[src/rtl/cpu_pkg.sv]
// Shared CPU widths and execution-unit requester indices used by the write-back path.
package cpu_pkg;
    localparam int REG_AW    = 5;
    localparam int DATA_W    = 32;
    localparam int STAMP_W   = 3;

    localparam int REQ_MOV   = 0;
    localparam int REQ_ALU   = 1;
    localparam int REQ_JUMP  = 2;
    localparam int REQ_FPU   = 3;
    localparam int REQ_IMM   = 4;
    localparam int NUM_UNITS = 5;
endpackage

[src/rtl/wb_rr_pick.sv]
// Rotating-priority picker: first requester at or after ptr (with wrap) that is
// requesting and not excluded gets a one-hot grant.
module wb_rr_pick #(
    parameter int N  = 5,
    parameter int IW = (N > 1) ? $clog2(N) : 1
) (
    input  logic [N-1:0]  req,
    input  logic [IW-1:0] ptr,
    input  logic [N-1:0]  excl,
    output logic [N-1:0]  grant,
    output logic [IW-1:0] idx,
    output logic          found
);
    always_comb begin
        int            cand;
        logic [IW-1:0] cidx;
        grant = '0;
        idx   = '0;
        found = 1'b0;
        cand  = 0;
        cidx  = '0;
        for (int off = 0; off < N; off++) begin
            cand = int'(ptr) + off;
            if (cand >= N) begin
                cand = cand - N;
            end
            cidx = IW'(cand);
            if (!found && req[cidx] && !excl[cidx]) begin
                found       = 1'b1;
                grant[cidx] = 1'b1;
                idx         = cidx;
            end
        end
    end
endmodule

[src/rtl/wb_arbiter.sv]
// Write-back arbiter: one holding buffer per execution unit, up to NUM_PORT
// round-robin grants per cycle onto registered reg_file write ports plus done pulses.
module wb_arbiter
    import cpu_pkg::*;
#(
    parameter int NUM_REQ  = cpu_pkg::NUM_UNITS,
    parameter int NUM_PORT = 2,
    parameter int REG_AW   = cpu_pkg::REG_AW,
    parameter int DATA_W   = cpu_pkg::DATA_W,
    parameter int STAMP_W  = cpu_pkg::STAMP_W
) (
    input  logic                          clk,
    input  logic                          reset,
    input  logic [NUM_REQ-1:0]            req_valid,
    output logic [NUM_REQ-1:0]            req_ready,
    input  logic [NUM_REQ*REG_AW-1:0]     req_addr_flat,
    input  logic [NUM_REQ*DATA_W-1:0]     req_data_flat,
    input  logic [NUM_REQ*STAMP_W-1:0]    req_slot_flat,
    output logic [NUM_PORT-1:0]           wr_start,
    output logic [NUM_PORT*REG_AW-1:0]    wr_addr_flat,
    output logic [NUM_PORT*DATA_W-1:0]    wr_data_flat,
    output logic [NUM_PORT-1:0]           done_valid,
    output logic [NUM_PORT*STAMP_W-1:0]   done_slot_flat,
    output logic                          busy
);
    localparam int IW = (NUM_REQ > 1) ? $clog2(NUM_REQ) : 1;

    logic [NUM_REQ-1:0]  full_reg, full_next;
    logic [REG_AW-1:0]   addr_reg [NUM_REQ];
    logic [DATA_W-1:0]   data_reg [NUM_REQ];
    logic [STAMP_W-1:0]  slot_reg [NUM_REQ];
    logic [IW-1:0]       rr_ptr_reg, rr_ptr_next;
    logic                busy_reg;

    logic [NUM_PORT:0][NUM_REQ-1:0]   excl;
    logic [NUM_PORT-1:0][NUM_REQ-1:0] pick_grant;
    logic [NUM_PORT-1:0][IW-1:0]      pick_idx;
    logic [NUM_PORT-1:0]              pick_found;
    logic [NUM_REQ-1:0]               grant_any, accept;

    logic [NUM_PORT*REG_AW-1:0]  wr_addr_next, wr_addr_reg;
    logic [NUM_PORT*DATA_W-1:0]  wr_data_next, wr_data_reg;
    logic [NUM_PORT*STAMP_W-1:0] wr_slot_next, wr_slot_reg;
    logic [NUM_PORT-1:0]         wr_start_reg;

    // Each stage excludes requesters already granted and any buffer whose rd
    // matches a granted rd, so two writes to one register never share a cycle.
    assign excl[0] = '0;

    for (genvar gi = 0; gi < NUM_PORT; gi++) begin : g_port
        logic [REG_AW-1:0] g_addr;
        logic [NUM_REQ-1:0] g_hit;

        wb_rr_pick #(.N(NUM_REQ), .IW(IW)) u_pick (
            .req   (full_reg),
            .ptr   (rr_ptr_reg),
            .excl  (excl[gi]),
            .grant (pick_grant[gi]),
            .idx   (pick_idx[gi]),
            .found (pick_found[gi])
        );

        assign g_addr = addr_reg[pick_idx[gi]];

        for (genvar gj = 0; gj < NUM_REQ; gj++) begin : g_hit_bit
            assign g_hit[gj] = pick_found[gi] && (addr_reg[gj] == g_addr);
        end

        assign excl[gi+1] = excl[gi] | pick_grant[gi] | g_hit;

        assign wr_addr_next[gi*REG_AW +: REG_AW]   = pick_found[gi] ? g_addr : '0;
        assign wr_data_next[gi*DATA_W +: DATA_W]   = pick_found[gi] ? data_reg[pick_idx[gi]] : '0;
        assign wr_slot_next[gi*STAMP_W +: STAMP_W] = pick_found[gi] ? slot_reg[pick_idx[gi]] : '0;
    end

    always_comb begin
        grant_any   = '0;
        rr_ptr_next = rr_ptr_reg;
        for (int k = 0; k < NUM_PORT; k++) begin
            grant_any = grant_any | pick_grant[k];
            if (pick_found[k]) begin
                rr_ptr_next = (pick_idx[k] == IW'(NUM_REQ - 1)) ? '0 : pick_idx[k] + 1'b1;
            end
        end
    end

    assign req_ready = ~full_reg | grant_any;
    assign accept    = req_valid & req_ready;

    always_comb begin
        full_next = full_reg;
        for (int i = 0; i < NUM_REQ; i++) begin
            if (accept[i]) begin
                full_next[i] = 1'b1;
            end else if (grant_any[i]) begin
                full_next[i] = 1'b0;
            end
        end
    end

    always_ff @(posedge clk) begin
        for (int i = 0; i < NUM_REQ; i++) begin
            if (accept[i]) begin
                addr_reg[i] <= req_addr_flat[i*REG_AW +: REG_AW];
                data_reg[i] <= req_data_flat[i*DATA_W +: DATA_W];
                slot_reg[i] <= req_slot_flat[i*STAMP_W +: STAMP_W];
            end
        end
    end

    always_ff @(posedge clk) begin
        if (reset) begin
            full_reg     <= '0;
            rr_ptr_reg   <= '0;
            busy_reg     <= 1'b0;
            wr_start_reg <= '0;
            wr_addr_reg  <= '0;
            wr_data_reg  <= '0;
            wr_slot_reg  <= '0;
        end else begin
            full_reg     <= full_next;
            rr_ptr_reg   <= rr_ptr_next;
            busy_reg     <= |full_next;
            wr_start_reg <= pick_found;
            wr_addr_reg  <= wr_addr_next;
            wr_data_reg  <= wr_data_next;
            wr_slot_reg  <= wr_slot_next;
        end
    end

    assign wr_start       = wr_start_reg;
    assign wr_addr_flat   = wr_addr_reg;
    assign wr_data_flat   = wr_data_reg;
    assign done_valid     = wr_start_reg;
    assign done_slot_flat = wr_slot_reg;
    assign busy           = busy_reg;
endmodule

[config.mk]
export PLATFORM = sky130hd
export DESIGN_NAME = wb_arbiter
export DESIGN_NICKNAME = d
export VERILOG_FILES = /design/src/rtl/cpu_pkg.sv /design/src/rtl/wb_rr_pick.sv /design/src/rtl/wb_arbiter.sv
export SDC_FILE = /design/constraint.sdc
export NUM_CORES = 1
export LEC_CHECK = 0
export BUFFER_PORTS_ARGS = -buffer_cell sky130_fd_sc_hd__buf_2
export CAP_MARGIN = 10
export CORE_MARGIN = 2
export CORE_UTILIZATION = 55
export CTS_CLUSTER_SIZE = 24
export DETAILED_ROUTE_END_ITERATION = 10
export PLACE_DENSITY = 0.78
export SLEW_MARGIN = 20
export SYNTH_ARGS = -nofsm -noshare
export SYNTH_HDL_FRONTEND = slang
export SYNTH_SLANG_ARGS = --single-unit
[constraint.sdc]
create_clock -name clk -period 9.4 [get_ports clk]
set_clock_uncertainty 0.1 [all_clocks]
set_input_delay 1.41 -clock clk [delete_from_list [all_inputs] [get_ports clk]]
set_output_delay 1.41 -clock clk [all_outputs]
set_load 0.1 [all_outputs]
# == Word-level counts from Yosys, hierarchy flattened ==
# Memory sizes are Yosys's and may differ from the RTL's. A register that Yosys moved wholly into a read port is not among the register bits.
# Cells that the tools add are included.
# word_totals
latchBits,0
ramBits,200
reg_bits,16
elab_cells,205
memories,8
rom_bits,40
# mem_list
name,words,word_bits,rd,rd_ports_with_merged_regs,wr,line,rtl
data_reg,5,32,2,2,5,wb_arbiter.sv:30,logic [DATA_W-1:0] data_reg [NUM_REQ];
addr_reg,5,5,7,1,5,wb_arbiter.sv:29,logic [REG_AW-1:0] addr_reg [NUM_REQ];
slot_reg,5,3,2,2,5,wb_arbiter.sv:31,logic [STAMP_W-1:0] slot_reg [NUM_REQ];
(no name shown),8,1,1,0,0,wb_rr_pick.sv:28,if (!found && req[cidx] && !excl[cidx]) begin
(no name shown),8,1,1,0,0,wb_rr_pick.sv:28,
(no name shown),8,1,1,0,0,wb_rr_pick.sv:28,
+2 memories,n/a,n/a,n/a,n/a,n/a,n/a,
# classes
magnitude_cmp,15
bitwise_logic,15
multipliers,0
div,0
n_eq_ne,7
add_sub_neg,11
reduce_logical,50
muxes,94
shifts,0
# ops
cell,count
two-way mux 3 bit,19
bitwise OR 5 bit,11
two-way mux 1 bit,50
two-way mux 5 bit,10
binary-select mux 1 bit (select 3 bit),10
logical AND 1 bit,28
equality test 5 bit,5
less-than comparator 3 x 4 -> 1 bit (second input constant),5
zero test 1 bit,18
>= comparator 4 x 3 -> 1 bit (second input constant),4
demux 1 bit (select 3 bit),5
>= comparator 3 x 1 -> 1 bit (second input constant),5
subtractor 3 bit (second input constant),5
adder 3 x 2 -> 4 bit (second input constant),2
adder 3 x 1 -> 3 bit (second input constant),2
equality test 3 bit (second input constant),2
AND 5 bit,1
NOT 5 bit,1
OR reduction 5 bit,1
adder 3 x 1 -> 4 bit (second input constant),1
adder 3 x 3 -> 4 bit (second input constant),1
OR reduction 2 bit,2
>= comparator 3 bit (second input constant),1
NOT 1 bit,2
nonzero test 2 bit,1

# == Longest topological paths before layout ==
# An unclocked memory read counts as a cell.
# logic_depth
ltp_word,53
mapped_depth,34
depth_no_buf,26

# == Modules after synthesis ==
# Synthesis repeated with hierarchy kept, for this count alone.
# unflattened
cells_unflattened,1113
hier_area_um2,14433.8
# by_module_without_submodules
module,area_per_inst_um2,n_inst,cells_per_inst
wb_arbiter,11591.1,1,713
wb_rr_pick at g_port[1].u_pick,1426.4,1,199
wb_rr_pick at g_port[0].u_pick,1416.4,1,201

# == Worst setup path after synthesis ==
# No wires, ideal clock.
# synth_path
path_kind,register to register
start,register rr_ptr_reg[0]
end,"memory addr_reg[2][0], enable pin"
n_path_buf,5
synth_period_minus_slack_ps,8499
path_stages_with_launch,26
required_ps,8899
setup_ps,401
t_arrival_ps,7998
path_slack_ps,901
cell_sequence,dfxtp_1 buf_6 inv_2 clkbuf_1 ha_1 inv_1 fa_1 buf_2 o21ai_1 a22oi_1 a2111o_1 or3_4 nor3_1 a21o_2 buf_6 mux2i_4 xnor2_1 a2111o_1 nor4_1 a31oi_2 and4b_1 buf_2 a211oi_1 a21oi_1 o221ai_1 and2_1
# synth_rtl
item,line,rtl
from (decl),wb_arbiter.sv:32,"logic [IW-1:0] rr_ptr_reg, rr_ptr_next;"
from (signal assigned),wb_arbiter.sv:122,rr_ptr_reg <= rr_ptr_next;
to (decl),wb_arbiter.sv:29,

# == Worst setup path after layout ==
# layout_path
start,register rr_ptr_reg[0]
end,output port req_ready[0]
# layout_between
elab_chain_len,50
# layout_rtl
item,line,rtl
"parallel branches: the longest is 48 deep, another holds adder 3 x 1 -> 4 bit",n/a,
bitwise OR 5 bit *,wb_arbiter.sv:80,grant_any = grant_any | pick_grant[k];
bitwise OR 5 bit *,wb_arbiter.sv:87,assign req_ready = ~full_reg | grant_any;
to (decl),wb_arbiter.sv:15,"output logic [NUM_REQ-1:0] req_ready,"
# Mark *: on every way between the ends. The select of a mux whose other input is x is not followed.

==> key figures <==
Final layout
  – Fill cells: 2055
  – Max reg flops: 160
  – Area delta synth->final: 18.7%
  – Final std cells w/o fill: 2059
  – Commonest non-fill, non-tap cell in the layout: buf_2
  – Final #Nets: approximately 1.9k
  – Fraction of layout cells with a size suffix above 1: between 20% and 30%
  – Most frequent cells in the layout: buf_2, nand2_1, edfxtp_1

Clock tree
  – Cts hold-fix bufs: 0
  – Clock sink count: 291
  – CTS clk-pin slew, worst paths: 0.06 ns
  – H-tree level count: 1
  – CTS buffer count: 29
  – Clk Latency, worst-skew pair: 0.57 ns
  – CTS max path bufs: 3
  – CTS Root Cell: clkbuf_16
  – CTS tree: yes
  – Number of setup buffers added after CTS: 0

Outcome
  – Status: finished, final reports clean

Yosys
  – Distinct cells, synth: 99
  – Number of flops mapped to enable cells by yosys: 200
  – Post-Syn Area: 15100 um^2
  – Syn Area/Cell: 10.5 um^2
  – Asr flop ratio synth: 0%
  – Mapped Nets: roughly 1.7k
  – Post-synthesis cell count: roughly 1.4k
  – Seq/Total Area, Yosys: 51.8%
  – Primary FF master, synth: edfxtp_1
  – Warnings from Yosys: 0
  – #FFs+latches synth: 291

Setup path
  – Crit path launch type: flop
  – CP required: 7.89 ns
  – Worst r2r src: rr_ptr_reg[0]
  – Capture point of the worst reg-to-reg path: wr_data_flat[40]
  – Worst Setup Path Type: flop to output port
  – Max FO, Critical Path: 29
  – R2R Setup Slk: approximately 1.3 ns
  – R2R cell count: 25
  – Arr. time, crit path: 7.52 ns
  – Critical path endpoint category: output port

Worst hold path
  – Hold crit path type: flop to flop
  – Hold Startpoint: data_reg[4][13]
  – Hold Path Sink: wr_data_flat[45]
  – Hold Path Depth: 2

Global routing
  – Global-route wire length before repair: 76700 um
  – Vias in the first global route: 13.1k
  – Remaining global-route overflow: 0
  – GRT Total Usage: 35.1%
  – Pin count of the biggest net entering global routing: between 70 and 80
  – Initial antenna violation count: 12

Detailed routing
  – Routed WL per cell: 25.1 um
  – Via/cell ratio: roughly 6.5
  – Detailed Routing Iterations Pass 1: 6
  – Vias: roughly 13k
  – Overall routed net length: 51600 um
  – ANT nets after route: 0
  – DR iter-0 viols: 1581
  – DRC Markers: 0

Placement
  – GP Congestion: about 1
  – HPWL Detailed: 34800 um
  – Dpl ws: 0.703 ns
  – Buffers added on ports: 296
  – Placed cells: between 1.5k and 2k

Floorplanning
  – Die W: 170 um
  – DIE HEIGHT: 170 um
  – Starting density of the core: between 50 and 60%
  – Site Rows: 60
  – Num ports: 297
  – DIE AREA: 28800 um^2
  – Core ar.: 27000 um^2

Job
  – Max-Cap Viols: 0

Timing
  – Worst slew pin tran: 0.919 ns
  – Final WS setup: 0.374 ns
  – RSZ-0062 raised after global routing: no
  – Final worst path period share: 96.0%
  – Relative slew slack: 38.8%
  – Fin crit period: approximately 9 ns
  – Final Hold Viols: 0
  – Max Freq: 111 MHz
  – Setup TNS: 0 ns
  – Max Slew Vio Count: 0
  – Final setup viols: 0
==> worst max-delay path: stages (launching register included) <==
cell	delay [ns]
dfxtp_1	0.32
inv_2	0.24
ha_1	0.22
inv_1	0.05
fa_1	0.54
o21ai_1	0.24
a22oi_1	0.11
buf_4	0.18
a2111o_1	0.56
a311o_1	0.40
a2bb2oi_1	0.17
a21o_2	0.35
inv_2	0.19
buf_4	0.39
nand2_4	0.16
or3_1	0.42
nand2_1	0.07
o2111ai_1	0.34
nor4_1	0.44
o21ai_0	0.32
and3_1	0.29
nor4_1	0.34
o221a_2	0.34
inv_1	0.09
buf_12	0.17
==> cells in the mapped netlist, types with 23 or more instances <==
cell type	number	area share [%]
nand2_1	228	5.7
dfxtp_1	91	12
o221ai_2	40	4.0
a211oi_1	23	1.1
nor3_1	26	0.86
buf_2	30	0.99
nor2_1	43	1.1
clkbuf_1	49	1.2
mux2i_1	89	5.9
a21oi_1	81	2.7
edfxtp_1	200	40
inv_1	24	0.60
nand3_1	169	5.6
==> kinds of logic (layout without fill, tap and decap cells) <==
family          Yosys count  count (layout)  share of synthesized area [%]
fa+ha+maj                13              13                           1.13
buf+inv                 142             409                           4.54
flops                   291             291                           51.8
xor+xnor                 23              23                           1.38
compound gates          311             311                           16.9
mux                      91              91                           6.15
simple gates            569             570                           18.0
other cells               0              10                              0
==> per-layer routing <==
layer	up-vias	wire length, um	GRT usage [%]
met1	6370	19400	45.5
li1	5900	-	-
met2	911	24600	58.3
met5	-	39	0
met3	175	5340	6.86
met4	6	2210	14.0
==> area by class of cell <==
class | count | area (um^2) | share of cell area, %
diodes | 10 | 25.0 | 0.140
clock buffers | 40 | 797 | 4.45
clock inverters | 12 | 148 | 0.824
inverters | 29 | 109 | 0.607
multi-input cells | 1008 | 6730 | 37.5
flip-flops and latches | 291 | 7830 | 43.7
well taps | 341 | 427 | 2.38
repair buffers | 328 | 1860 | 10.4
==> worst max-delay path by stage <==
stage | slack (ns) | startpoint | end | depth (start not counted)
finish | 0.37 | rr_ptr_reg[0] | req_ready[0] | 24
global route | 0.02 | rr_ptr_reg[2] | req_ready[0] | 21
global placement | 0.76 | rr_ptr_reg[1] | req_ready[2] | 20
floorplan | 0.90 | rr_ptr_reg[0] | addr_reg[2][0] | 25
detailed placement | 0.70 | rr_ptr_reg[1] | req_ready[2] | 20
CTS | 0.1 | rr_ptr_reg[1] | req_ready[2] | 20
==> metrics by stage <==
stage	cell area [um^2]	hold WS, ns	util [%]
after floorplan	15100	0.382	-
after global placement	16900	0.389	62.6
after detailed placement	16900	0.394	62.6
after CTS	17800	0.408	66.1
after global routing	17900	0.440	66.5
final	17900	0.405	66.5
==> repair_timing <==
item | in CTS | in global routing
endpoints found under the hold margin | 0 | 0
resized for setup | 0 | 14
setup endpoints to repair | 0 | 5
Power is not shown: default switching activity piles up to over one toggle a cycle in this logic, so the estimate is an artifact.
